$ cat src/rtl/fifo_arb_ctrl.sv
// N-way write arbiter feeding a sync_fifo, plus a registered read side that presents FIFO words on a valid/ready stream.
// Define FIFO_ARB_FIXED_PRIO_EN for lowest-index-wins arbitration; otherwise requesters are served round-robin.
module fifo_arb_ctrl #(
    parameter int WIDTH = 8,
    parameter int NREQ  = 2
) (
    input  logic                  i_clk,
    input  logic                  i_rst_n,
    input  logic [NREQ-1:0]       i_req_valid,
    input  logic [NREQ*WIDTH-1:0] i_req_data,
    output logic [NREQ-1:0]       o_req_ready,
    output logic                  o_fifo_wr_en,
    output logic [WIDTH-1:0]      o_fifo_wr_data,
    output logic                  o_fifo_rd_en,
    input  logic [WIDTH-1:0]      i_fifo_rd_data,
    input  logic                  i_fifo_full,
    input  logic                  i_fifo_empty,
    output logic                  o_m_valid,
    output logic [WIDTH-1:0]      o_m_data,
    input  logic                  i_m_ready
);

    localparam int PTR_W = (NREQ > 1) ? $clog2(NREQ) : 1;

    typedef enum logic [1:0] {
        IDLE  = 2'd0,
        FETCH = 2'd1,
        HOLD  = 2'd2
    } rd_state_t;

    rd_state_t        state;
    rd_state_t        state_nxt;
    logic [PTR_W-1:0] grant_idx;
    logic [PTR_W-1:0] cand;
    logic             grant_hit;
    logic             wr_ok;
    logic             rd_req;
    logic             m_valid_nxt;
    logic [WIDTH-1:0] m_data_nxt;

`ifdef FIFO_ARB_FIXED_PRIO_EN
    // Scan from the top down so the last hit, the lowest index, wins.
    always_comb begin
        grant_idx = '0;
        grant_hit = 1'b0;
        cand      = '0;
        for (int i = NREQ - 1; i >= 0; i--) begin
            cand = PTR_W'(i);
            if (i_req_valid[cand]) begin
                grant_hit = 1'b1;
                grant_idx = cand;
            end
        end
    end
`else
    logic [PTR_W-1:0] rr_ptr;

    always_comb begin
        grant_idx = '0;
        grant_hit = 1'b0;
        cand      = '0;
        for (int i = 0; i < NREQ; i++) begin
            cand = PTR_W'((int'(rr_ptr) + i) % NREQ);
            if (!grant_hit && i_req_valid[cand]) begin
                grant_hit = 1'b1;
                grant_idx = cand;
            end
        end
    end

    always_ff @(posedge i_clk or negedge i_rst_n) begin
        if (!i_rst_n) begin
            rr_ptr <= '0;
        end else if (wr_ok) begin
            rr_ptr <= (grant_idx == PTR_W'(NREQ - 1)) ? '0 : grant_idx + 1'b1;
        end
    end
`endif

    // Write side is purely combinational: the granted word goes to the FIFO in the same cycle.
    assign wr_ok = i_rst_n & grant_hit & ~i_fifo_full;

    always_comb begin
        o_req_ready = '0;
        if (wr_ok) begin
            o_req_ready[grant_idx] = 1'b1;
        end
    end

    assign o_fifo_wr_en   = wr_ok;
    assign o_fifo_wr_data = i_req_data[int'(grant_idx) * WIDTH +: WIDTH];

    always_comb begin
        state_nxt   = state;
        rd_req      = 1'b0;
        m_valid_nxt = o_m_valid;
        m_data_nxt  = o_m_data;
        case (state)
            IDLE: begin
                if (!i_fifo_empty) begin
                    rd_req    = 1'b1;
                    state_nxt = FETCH;
                end
            end
            FETCH: begin
                m_valid_nxt = 1'b1;
                m_data_nxt  = i_fifo_rd_data;
                state_nxt   = HOLD;
            end
            HOLD: begin
                if (i_m_ready) begin
                    m_valid_nxt = 1'b0;
                    if (!i_fifo_empty) begin
                        rd_req    = 1'b1;
                        state_nxt = FETCH;
                    end else begin
                        state_nxt = IDLE;
                    end
                end
            end
            default: begin
                state_nxt = IDLE;
            end
        endcase
    end

    // The FIFO pops unguarded, so the strobe is also held off while reset is asserted.
    assign o_fifo_rd_en = rd_req & i_rst_n;

    always_ff @(posedge i_clk or negedge i_rst_n) begin
        if (!i_rst_n) begin
            state     <= IDLE;
            o_m_valid <= 1'b0;
            o_m_data  <= '0;
        end else begin
            state     <= state_nxt;
            o_m_valid <= m_valid_nxt;
            o_m_data  <= m_data_nxt;
        end
    end

endmodule

$ cat config.mk
export PLATFORM = sky130hd
export DESIGN_NAME = fifo_arb_ctrl
export DESIGN_NICKNAME = d
export VERILOG_FILES = /design/src/rtl/fifo_arb_ctrl.sv
export SDC_FILE = /design/constraint.sdc
export NUM_CORES = 1
export LEC_CHECK = 0
export BUFFER_PORTS_ARGS = -buffer_cell sky130_fd_sc_hd__buf_2
export CAP_MARGIN = 20
export CORE_MARGIN = 2
export CORE_UTILIZATION = 33
export DETAILED_ROUTE_END_ITERATION = 8
export PLACE_DENSITY_LB_ADDON = 0.1
export SLEW_MARGIN = 20
export SYNTH_ARGS = -nofsm -noshare
export SYNTH_HDL_FRONTEND = slang
export SYNTH_SLANG_ARGS = --single-unit
$ cat constraint.sdc
create_clock -name i_clk -period 1.2 [get_ports i_clk]
set_clock_uncertainty 0.05 [all_clocks]
set_input_delay 0.12 -clock i_clk [delete_from_list [all_inputs] [get_ports i_clk]]
set_output_delay 0.12 -clock i_clk [all_outputs]
set_load 0.01 [all_outputs]
* Word level (Yosys, flattened, before mapping)
Index checks and enable logic that the tools add are counted.
** Operators by class
- Eq/ne operators :: 4
- Multiplexer cells :: 21
- Add/subtract/negate cells :: 2
- Magnitude comparators :: 4
- Shift-type cells :: 1
- Bitwise logic cells :: 4
- Reduce and logical (&&, ||, !) cells :: 7
** Operator list (number)
- 16-bit by 5-bit variable part select with 8-bit output :: 1
- 1-bit 2-to-1 mux :: 14
- 1-bit by 2-bit < comparator with 1-bit output (second input constant) :: 3
- 2-bit 2-to-1 mux :: 3
- 2-bit case mux with 3 select lines :: 1
- 2-bit inequality test (second input constant) :: 2
- 1-bit case mux with 2 select lines :: 2
- 2-bit AND reduction :: 2
- 1-bit AND :: 3
- 1-bit adder (second input constant) :: 2
- 2-bit by 1-bit == test with 1-bit output (second input constant) :: 1
- 2-bit == test (second input constant) :: 1
- 1-bit logical AND :: 2
- 2-bit zero test :: 1
- 2-bit nonzero test :: 1
- 1-bit demux with 1-bit select :: 1
- 1-bit greater-or-equal comparator (second input constant) :: 1
- 1-bit zero test :: 1
- 1-bit NOT :: 1
** Word-level totals
- Output and inout bits :: 21
- Bits in registers :: 12

* Depth between registers and ports, before layout
- Word-level depth :: 11
- Gate-level depth with buffers :: 3

* Worst setup path after synthesis
OpenSTA, ideal clock, no wires.
- Kind :: reg2out
- Start point :: register rr_ptr
- End point :: output o_fifo_wr_data[0]
- Path slack :: -0.001 ns
- Arrival time :: 1.031 ns
- Data required time :: 1.030 ns
- Stages on the path, launching flop included :: 3
- Cell sequence :: dfrtp_1 o21ai_4 mux2_2
** Between the ends
- Cells in the longest elaborated chain, start to end :: 7
- Elaborated cells between the ends (all ways) :: 11
** RTL lines
- start: declaration :: line 56 : logic [PTR_W-1:0] rr_ptr;
- start signal: assignment :: line 75 : rr_ptr <= (grant_idx == PTR_W'(NREQ - 1)) ? '0 : grant_idx + 1'b1;
- 1-bit 2-to-1 mux (implied by the code) (2 in a row) :: line 64 : if (!grant_hit && i_req_valid[cand]) begin
- 1-bit 2-to-1 mux :: line 64
- 1-bit zero test :: line 64
- 1-bit logical AND :: line 64
- 1-bit 2-to-1 mux * :: line 64
- 16-bit by 5-bit variable part select with 8-bit output * :: line 91 : assign o_fifo_wr_data = i_req_data[int'(grant_idx) * WIDTH +: WIDTH];
- end: declaration :: line 13 : output logic [WIDTH-1:0] o_fifo_wr_data,
Mark *: on every way between the ends. The rest lies on a longest branch, timed or not. The select of a mux whose other input is x is not followed.

* Final worst setup path
- Start point :: register rr_ptr
- End point :: output o_fifo_wr_data[7]
The elaborated chain is that of the path after synthesis.

==> results.cfg <==
[final_layout]
areaGrowthSynthToFinish_pct = 96.5
antenna-diode-count = 0
final_layout_size_suffix_gt1_frac = 0.793
multi_input_area_sq_um = 390
nFillCells = 146
mostFrequentLayoutCell = buf_2
final_nets = 148
final_cell_mix = buf_2, mux2_4, dfrtp_1, buf_6, buf_4
instances_no_fill = 141
register_area_sq_um = 302

[sta]
fmax_mhz = 621
hold_viol_final = 0
relSlewSlack = 0.630
rsz0062_at_grt = true
timing.final.max_slew_violations = 0
worst_slack_ns = -0.411
fin_tns_setup_ns = -3.95
period_minus_slack_ns = 1.61
fin_crit_sh = 1.34
finalSetupViolCount = 16
tightest_slew_ns = 0.553
whs_ns = 0.0277

[critical_path]
critPathLaunchType = flop
crit_required_ns = 1.03
r2r-start = state[1]
critPathMaxFanout = 5
worstPathArrival_ns = 1.44
endpoint_kind = primary output
crit_start = rr_ptr
critPathKind = reg -> out

[clock_tree]
cts_tree = done
cts_sinks = 12
cts_max_level = 1
cts.clk_slew.worst_paths_ns = 0.08
cts_buffer_depth = 2
cts_made_buffers = 3
clockRootBuffer = clkbuf_4
clk_latency_ns = 0.27

[synth]
synth_nets = 78
synth_cell_types = 16
yosys_warnings = 0
synth_cells = 47
ys_ff_latch = 12
postSynthAreaPerCell_sq_um = 12.8
synth_area_sq_um = 601
yosysSeqAreaShare = 0.500

[detailed_routing]
vias = 643
drc = 0
via_per_inst = 4.56
routed_wl_um = 1880
drtPass1Iterations = 3
first_iter_violations = 3
routedWlPerCell_um = 13.3
postRouteAntennaNets = 0

[min_path]
min_from = i_fifo_rd_data[3]
hold_path_class = in -> reg

[floorplan]
rows = 15
core-area_sq_um = 1730
fp.dieW_um = 46.7
io_pins = 52
initial_core_util = 0.348
dieArea_sq_um = 2180
die_h_um = 46.7

[placement]
pre_cts_ws_ns = -0.140
gp_congestion = 0.714
port_buffers = 51
place_inst = 128
hpwl_um = 1240

[pwr]
pwr-share-seq = 0.355
p_clk_frac = 0.179
cellLeakagePower_nw = 0.632
ir_drop_uv = 936
internal_power_w = 0.00124
power_density_nw_per_um2 = 1530
swShare = 0.312
switching_power_w = 0.000562
p_comb_frac = 0.466

[flow_run]
maxCapViolCount = 0

[global_routing]
grt.overflow.total = 0
grt_max_degree = 13
grt_pass1_vias = 642
antenna_found_initial = 0
grtUsageTotal = 0.179
grt_pass1_wl_um = 2610

[run_status]
outcome = finished with violations
violations = setup timing
==> flip-flops by register name, summed over array words and instances (netlist names) <==
| signal | flops |
|---|---|
| o_m_data | 8 |
| state | 2 |
| rr_ptr | 1 |
| o_m_valid | 1 |
==> repair_timing <==
action | CTS | global route
pin swaps | 5 | 4
endpoints found under the hold margin | 12 | 0
hold buffers | 1 | 0
endpoints found under the setup margin | 19 | 18
buffers inserted | 5 | 2
gates cloned | 2 | 0
gates resized for setup | 14 | 21
==> power groups by stage <==
stage / combinational, W / clock, W / sequential [W]
floorplan: 0.000248 / 0 / 0.000706
global placement: 0.000592 / 0 / 0.000631
detailed placement: 0.000597 / 0 / 0.000637
CTS: 0.000746 / 0.000333 / 0.000633
global route: 0.000908 / 0.000349 / 0.000656
finish: 0.000839 / 0.000323 / 0.000640
==> cells by family after synthesis <==
logic type / share of synthesized area
buffers and inverters: 0.0187
muxes: 0.300
AOI/OAI and AO/OA: 0.0958
and+or+nand+nor: 0.0854
DFF: 0.500
==> stage by stage <==
step / instance area, sq um / utilization / total power, W
floorplan: 601 / - / 0.000954
global route: 1180 / 0.683 / 0.00191
finish: 1180 / 0.683 / 0.00180
detailed placement: 925 / 0.536 / 0.00123
global placement: 925 / 0.536 / 0.00122
CTS: 1080 / 0.623 / 0.00171
==> final timing paths <==
path                       slack [ns]           endpoint  cells after the start
hold / removal                   0.03        o_m_data[3]                      2
setup reg to reg                -0.04        o_m_data[4]                      3
max in group asynchronous        0.28             rr_ptr                      3
min in group asynchronous        0.43          o_m_valid                      3
hold reg to reg                  0.46        o_m_data[4]                      1
setup / recovery                -0.41  o_fifo_wr_data[7]                      3
==> metal layers <==
metal  track usage  share of wire
met1         0.180           0.35
met2         0.339           0.56
met3        0.0431          0.085
met4        0.0833         0.0048
met5             0              0
==> cell type report <==
class                   count  share of cell area
multi-input cells          34               0.331
repair buffers             63               0.347
well taps                  25              0.0265
inverters                   3             0.00954
clock buffers               4              0.0308
flip-flops and latches     12               0.256
==> critical path, cell delays in order, from the launching register on <==
cell and delay [ns]:
dfrtp_2 0.45, o21ai_4 0.26, mux2_4 0.34, buf_6 0.12
==> synth_stat cells <==
library cell	count	area [sq um]
o21ai_4	1	16.3
o21ai_0	1	5.00
and2_1	1	6.26
a21o_1	1	7.51
inv_1	3	11.3
nor3_1	1	5.00
a31oi_1	1	6.26
nor2_1	1	3.75
nand2_1	1	3.75
nor2_4	1	11.3
a21oi_1	3	15.0
o21a_1	1	7.51
mux2_2	16	180
dfrtp_1	12	300
and2b_2	1	8.76
nor2b_1	2	12.5
No activity file was read; power rests on OpenSTA's default activity.
